$ cat src/rtl/ifetch_stage_pkg.sv
// Purpose: shared constants for the instruction-fetch stage (FSM encoding, reset vector, pc step).
// Latency: n/a (package only).
// Backpressure: n/a (package only).
package ifetch_stage_pkg;

    // Two-bit FSM encoding, kept as plain constants so legacy tools can read it.
    localparam logic [1:0] ST_IDLE    = 2'd0;
    localparam logic [1:0] ST_FETCH   = 2'd1;
    localparam logic [1:0] ST_ISSUE   = 2'd2;
    localparam logic [1:0] ST_DISCARD = 2'd3;

    localparam logic [31:0] RESET_VEC = 32'h0000_0000;
    localparam logic [31:0] PC_STEP   = 32'd4;

    // Force an address onto a word boundary; the low two bits carry no meaning.
    function automatic logic [31:0] align_word(input logic [31:0] addr);
        return addr & ~32'h3;
    endfunction

endpackage

$ cat src/rtl/ifetch_stage_pc_reg.sv
// Purpose: program-counter register with next-pc select (hold / +PC_STEP / branch target).
// Latency: new pc visible one cycle after load_seq or load_br.
// Backpressure: none; holds its value whenever neither load is asserted.
//
// Ports: clk, rst (sync, active-high), load_seq (advance by PC_STEP),
//        load_br (take br_target, word-aligned; wins over load_seq), br_target, pc.
module pc_reg
    import ifetch_stage_pkg::*;
(
    input  logic        clk,
    input  logic        rst,
    input  logic        load_seq,
    input  logic        load_br,
    input  logic [31:0] br_target,
    output logic [31:0] pc
);

    always_ff @(posedge clk) begin
        if (rst) begin
            pc <= RESET_VEC;
        end else if (load_br) begin
            pc <= align_word(br_target);
        end else if (load_seq) begin
            // 32-bit add wraps naturally: 0xFFFFFFFC + 4 -> 0x00000000.
            pc <= pc + PC_STEP;
        end
    end

endmodule

$ cat src/rtl/ifetch_stage.sv
// Purpose: single-outstanding instruction fetch FSM feeding a registered instruction to decode.
// Latency: instruction presented one cycle after imem_ack; next request one cycle after consume.
// Backpressure: stall holds the presented instruction and suppresses new requests.
//
// Ports: clk, rst (sync, active-high); imem_req/imem_addr/imem_ack/imem_rdata memory read port;
//        branch_taken/branch_target redirect; stall from decode; instr_valid, instr, OP, funct,
//        pc_out towards decode.
module ifetch_stage
    import ifetch_stage_pkg::*;
(
    input  logic        clk,
    input  logic        rst,
    output logic        imem_req,
    output logic [31:0] imem_addr,
    input  logic        imem_ack,
    input  logic [31:0] imem_rdata,
    input  logic        branch_taken,
    input  logic [31:0] branch_target,
    input  logic        stall,
    output logic        instr_valid,
    output logic [31:0] instr,
    output logic [5:0]  OP,
    output logic [5:0]  funct,
    output logic [31:0] pc_out
);

    logic [1:0]  state;
    logic [1:0]  state_nxt;
    logic [31:0] pc;
    logic [31:0] hold_addr;   // address of a request whose data will be thrown away
    logic        in_fetch;
    logic        in_issue;
    logic        in_discard;
    logic        accept;      // FETCH completes with data that is kept
    logic        release_ins; // presented instruction leaves (consumed or killed)
    logic        load_seq;
    logic        load_br;

    assign in_fetch    = (state == ST_FETCH);
    assign in_issue    = (state == ST_ISSUE);
    assign in_discard  = (state == ST_DISCARD);
    assign accept      = in_fetch && imem_ack && !branch_taken;
    assign release_ins = in_issue && (branch_taken || !stall);

    // Redirects are honoured everywhere except IDLE; pc advances only on a kept fetch.
    assign load_br  = branch_taken && (state != ST_IDLE);
    assign load_seq = accept;

    pc_reg u_pc_reg (
        .clk       (clk),
        .rst       (rst),
        .load_seq  (load_seq),
        .load_br   (load_br),
        .br_target (branch_target),
        .pc        (pc)
    );

    always_comb begin
        state_nxt = state;
        case (state)
            ST_IDLE:    state_nxt = ST_FETCH;
            ST_FETCH: begin
                if (imem_ack) begin
                    // Branch with ack in the same cycle drops the data and refetches at once.
                    state_nxt = branch_taken ? ST_FETCH : ST_ISSUE;
                end else if (branch_taken) begin
                    // Request already on the bus: must still wait for its ack.
                    state_nxt = ST_DISCARD;
                end
            end
            ST_ISSUE: begin
                if (branch_taken || !stall) begin
                    state_nxt = ST_FETCH;
                end
            end
            ST_DISCARD: begin
                if (imem_ack) begin
                    state_nxt = ST_FETCH;
                end
            end
            default:    state_nxt = ST_IDLE;
        endcase
    end

    always_ff @(posedge clk) begin
        if (rst) begin
            state       <= ST_IDLE;
            instr       <= 32'h0;
            pc_out      <= 32'h0;
            instr_valid <= 1'b0;
            hold_addr   <= RESET_VEC;
        end else begin
            state <= state_nxt;
            if (accept) begin
                instr       <= imem_rdata;
                pc_out      <= pc;
                instr_valid <= 1'b1;
            end else if (release_ins) begin
                instr_valid <= 1'b0;
            end
            // pc is about to be overwritten by the target; keep the bus address stable.
            if (in_fetch && !imem_ack && branch_taken) begin
                hold_addr <= pc;
            end
        end
    end

    assign imem_req  = in_fetch || in_discard;
    assign imem_addr = in_discard ? hold_addr : pc;
    assign OP        = instr[31:26];
    assign funct     = instr[5:0];

endmodule

$ cat config.mk
export PLATFORM = sky130hd
export DESIGN_NAME = ifetch_stage
export DESIGN_NICKNAME = d
export VERILOG_FILES = /design/src/rtl/ifetch_stage_pkg.sv /design/src/rtl/ifetch_stage_pc_reg.sv /design/src/rtl/ifetch_stage.sv
export SDC_FILE = /design/constraint.sdc
export NUM_CORES = 1
export LEC_CHECK = 0
export BUFFER_PORTS_ARGS = -buffer_cell sky130_fd_sc_hd__buf_2
export CELL_PAD_IN_SITES_DETAIL_PLACEMENT = 1
export CELL_PAD_IN_SITES_GLOBAL_PLACEMENT = 1
export CORE_MARGIN = 8
export CORE_UTILIZATION = 39
export DETAILED_ROUTE_END_ITERATION = 10
export HOLD_SLACK_MARGIN = 0.12
export PLACE_DENSITY_LB_ADDON = 0.1
export SYNTH_ARGS = -nofsm -noshare
export SYNTH_HDL_FRONTEND = slang
export SYNTH_SLANG_ARGS = --single-unit
$ cat constraint.sdc
create_clock -name clk -period 5.4 [get_ports clk]
set_input_delay 1.08 -clock clk [delete_from_list [all_inputs] [get_ports clk]]
set_output_delay 1.08 -clock clk [all_outputs]
set_load 0.01 [all_outputs]
==> flow_summary.rst <==
.. list-table::
   :header-rows: 1

   * - Metric
     - Value
   * - Outcome
     - completed
   * - Top post-synthesis cells by area
     - sky130_fd_sc_hd__dfxtp_1 (44%), sky130_fd_sc_hd__nand2_1 (14%), sky130_fd_sc_hd__a21oi_1 (9.2%), sky130_fd_sc_hd__mux2_2 (5.9%), sky130_fd_sc_hd__clkbuf_1 (2.8%)
   * - Final #Nets
     - 924
   * - Worst flop-to-flop path endpoint
     - u_pc_reg.pc[17]$_SDFFE_PP0P_
   * - Source of the worst register-to-register timing path
     - state[0]$_SDFFE_PP0P_
   * - IO buf count
     - approximately 170
   * - Reg clk slew, reported paths
     - 0.06 ns
   * - Data arrival at the endpoint of the critical path
     - around 2.4 ns
   * - CTS sink count
     - roughly 130
   * - Final min period
     - 3.52 ns
   * - Accumulated negative setup slack
     - 0 ns
   * - Most flops, register
     - instr
   * - Maximum number of pins on one net before global-route repair
     - 95
   * - Slew of the pin with the lowest slew margin
     - 1.17 ns
   * - Placer's final routability congestion estimate
     - 0.773
   * - Die Height
     - 137 um
   * - Mean instance size in the synthesized netlist
     - 7.82 sq um
   * - Residual DRC
     - 0
   * - Reg2Reg Depth
     - 4
   * - Launch instance of the worst min-delay path
     - instr[16]$_SDFFE_PP0P_
   * - Floorplan core area
     - 14,400 sq um
   * - Overflow left after global routing
     - 0
   * - Leading area contributor after synthesis
     - sky130_fd_sc_hd__dfxtp_1
   * - Number of synthesized flops with an enable pin
     - 0
   * - Final setup slack of the worst path
     - 1.88 ns
   * - Synth Area in Adders
     - 0.219%
   * - Number of gates given a new drive strength after cts
     - 0
   * - XOR/XNOR share of the synthesized area
     - less than 1%
   * - Die footprint
     - 18,800 sq um
   * - Data required time of the critical path
     - 4.32 ns
   * - Main synth FF type
     - sky130_fd_sc_hd__dfxtp_1
   * - Top-level I/O count
     - 179
   * - First-pass GRT wire length
     - between 20,000 and 30,000 um
   * - Switching power as a share of total power
     - 25.5%
   * - Mapped Cells
     - 730
   * - Layout overhead on the synthesized area
     - 23.3%
   * - Buffers inserted during post-CTS setup optimization
     - 0
   * - Flip-flop and latch count after synthesis
     - 125
   * - Count of cell types in the netlist
     - 43
   * - Switching power
     - 0.000583 W
   * - Worst R2R Setup Slack
     - 2.66 ns
   * - Sequential share of power
     - 43.9%
   * - Max H-tree Level
     - 4
   * - Max-cap check violation count
     - 0
   * - Min-Delay Path Class
     - reg -> reg
   * - Sequential-to-total area share from yosys stat
     - 43.8%
   * - Total half-perimeter wirelength after legalization and detailed placement
     - 13,100 um
   * - Overall via count from detail_route
     - roughly 5,700
   * - Post-placement cell count
     - 1,019
   * - Internal
     - 0.00170 W
   * - All-Layer GR Usage
     - 20.1%
   * - Setup WS pre-CTS
     - between 1.5 and 2 ns
   * - Post-detailed-route via-to-cell ratio
     - about 5.4
   * - Initial antenna violation count
     - 0
   * - Hold violation count in the final report
     - 0
   * - Final worst path period share
     - 65.2%
   * - PwrDens
     - 325 nW/um^2
   * - Clock latency reported for the late side of the worst-skew pair
     - 0.42 ns
   * - ANT cells
     - 0
   * - Area share of the largest cell type after synthesis
     - 43.8%
   * - Clock power frac
     - 46.7%
   * - Critical path launch point type
     - register
   * - Main combinational cell family by area after synthesis
     - simple AND/OR/NAND/NOR gates
   * - Mux contribution to synthesized area
     - 5.92%
   * - Max reg flops
     - 32
   * - Max Clock Skew
     - 0.00716 ns
   * - Detailed-routing iteration count for the pre-antenna-repair pass
     - 4
   * - Simple logic cell fraction of the synthesized area
     - 26.5%
   * - Final hold slack
     - approximately 0.45 ns
   * - Compound-gate portion of the synthesized area
     - 16.8%
   * - Maximum ir drop on the vdd rail
     - 225 uV
   * - Total setup violations reported at the end of the flow
     - 0
   * - Worst slew margin relative to its limit
     - 21.7%
   * - Cell at the root of the clock tree
     - sky130_fd_sc_hd__clkbuf_16
   * - Hold-fix buffers at CTS
     - 0
   * - Final standard cell count with taps included and fillers excluded
     - 1,049
   * - Terminating pin of the worst hold path
     - instr[16]$_SDFFE_PP0P_
   * - Number of antenna-violating nets in the routed design
     - 0
   * - Crit-path max FO
     - 17
   * - Average wire length per cell after detail routing
     - 18.1 um
   * - Post-layout total power
     - 0.00229 W
   * - Leakage
     - 2.87 nW
   * - Critical path class
     - reg -> out
   * - Yosys synthesis warning count
     - 0
   * - Kind of end point of the critical path
     - output pin
   * - Maximum count of clock buffers along a single path
     - 2
   * - Number of clock buffers inserted by TritonCTS
     - 17
   * - Total number of placement rows
     - 44
   * - Combinational power share
     - 9.4%
   * - Post-Syn Area
     - 5710 sq um
   * - RSZ-0062 raised after global routing
     - no
   * - Share of async-settable or async-resettable flops after synthesis
     - 0%
   * - F_max
     - 284 MHz
   * - Starting Density
     - 39.6%
   * - Final wirelength
     - 19,000 um
   * - Floorplan die width
     - 137 um
   * - Number of instances on the worst hold path
     - 2
   * - Fraction of layout cells with a size suffix above 1
     - 28.3%
   * - Number of pins exceeding their max-slew limit in the final report
     - 0
   * - Via count of the first global-routing pass
     - a little under 6,000
   * - Initial detailed-routing violation count
     - 265
   * - TritonCTS clock tree
     - yes
-- cell type report --
| type | instances | area, sq um |
|---|---|---|
| fill | 1812 | 7380 |
| multi-input combinational | 532 | 2860 |
| sequential | 125 | 2500 |
| timing repair buffer | 178 | 908 |
| clock buffer | 22 | 474 |
| tap | 184 | 230 |
| clock inverter | 8 | 67.6 |
-- per-stage QoR --
stage / instance area [sq um] / utilization (%)
detailed placement: 6500 / 45.1
CTS: 7040 / 48.8
finish: 7040 / 48.8
global route: 7040 / 48.8
global placement: 6500 / 45.1
floorplan: 5720 / -
-- cell families (layout without fill, tap and decap cells) --
group,after synthesis,in the layout
simple gates,330,330
flops,125,125
mux,30,30
compound gates,165,165
xor+xnor,2,2
fa+ha+maj,1,1
other cells,1,4
buf+inv,76,208
-- critical path, cell delays in order, from the launching register on --
cell and delay, ns:
sky130_fd_sc_hd__dfxtp_1 0.58, sky130_fd_sc_hd__nand2_1 0.53, sky130_fd_sc_hd__buf_4 0.42, sky130_fd_sc_hd__mux2_2 0.32, sky130_fd_sc_hd__buf_2 0.15
-- Yosys cell counts, types with 2 or more instances --
library cell                number
sky130_fd_sc_hd__o31a_1          3
sky130_fd_sc_hd__nor3_1          3
sky130_fd_sc_hd__nand3_1        17
sky130_fd_sc_hd__o21bai_1        2
sky130_fd_sc_hd__nand4_1        12
sky130_fd_sc_hd__dfxtp_1       125
sky130_fd_sc_hd__a31o_2          3
sky130_fd_sc_hd__mux2_2         30
sky130_fd_sc_hd__a311oi_1        9
sky130_fd_sc_hd__nor4_1          4
sky130_fd_sc_hd__a21oi_1       105
sky130_fd_sc_hd__o31ai_1         6
sky130_fd_sc_hd__a22oi_1         5
sky130_fd_sc_hd__buf_2           9
sky130_fd_sc_hd__nor2_1         25
sky130_fd_sc_hd__buf_1           7
sky130_fd_sc_hd__or4_4           2
sky130_fd_sc_hd__or3_1           9
sky130_fd_sc_hd__buf_4          16
sky130_fd_sc_hd__a31oi_1        10
sky130_fd_sc_hd__or4_1          10
sky130_fd_sc_hd__and3_1          9
sky130_fd_sc_hd__clkbuf_1       43
sky130_fd_sc_hd__o21ai_0        11
sky130_fd_sc_hd__and4_1          4
sky130_fd_sc_hd__nor3b_1         6
sky130_fd_sc_hd__xnor2_1         2
sky130_fd_sc_hd__a2bb2oi_1       2
sky130_fd_sc_hd__nand2_1       214
sky130_fd_sc_hd__nor2b_1         5
sky130_fd_sc_hd__o211ai_1        6
sky130_fd_sc_hd__and2_1          5
-- worst max path at each step --
stage,from,endpoint,slack [ns],cells past startpoint
global placement,branch_taken,u_pc_reg.pc[17]$_SDFFE_PP0P_,2.08,5
CTS,state[0]$_SDFFE_PP0P_,imem_addr[4],1.81,4
floorplan,branch_taken,u_pc_reg.pc[23]$_SDFFE_PP0P_,2.92,4
global route,state[0]$_SDFFE_PP0P_,imem_addr[4],1.70,4
detailed placement,branch_taken,u_pc_reg.pc[17]$_SDFFE_PP0P_,1.99,5
finish,state[0]$_SDFFE_PP0P_,imem_addr[4],1.88,4
-- per-layer routing --
metal | part of all wire [%] | GRT usage [%]
met3 | 6.1 | 4.77
met4 | 1.8 | 8.33
met1 | 42 | 23.8
met2 | 50 | 33.9
met5 | 0 | 0
-- power groups by stage --
stage / Sequential (W) / Combinational, W / Clock [W]
after floorplan: 0.00100 / 0.000142 / 0
after global placement: 0.00102 / 0.000212 / 0
after detailed placement: 0.00102 / 0.000217 / 0
after CTS: 0.00100 / 0.000219 / 0.00109
after global routing: 0.00101 / 0.000237 / 0.00112
final: 0.00100 / 0.000215 / 0.00107
-- placed cells by master, fill, tap and decap left out, drive strengths merged, types with 9 or more instances in the layout --
| master | instances |
|---|---|
| or3 | 9 |
| nor2 | 25 |
| a21oi | 105 |
| a31oi | 10 |
| nand4 | 12 |
| dfxtp | 125 |
| and3 | 9 |
| nand3 | 17 |
| buf | 178 |
| mux2 | 30 |
| o21ai | 11 |
| clkbuf | 22 |
| or4 | 12 |
| a311oi | 9 |
| nand2 | 214 |
Power figures use the tool's default switching activity.
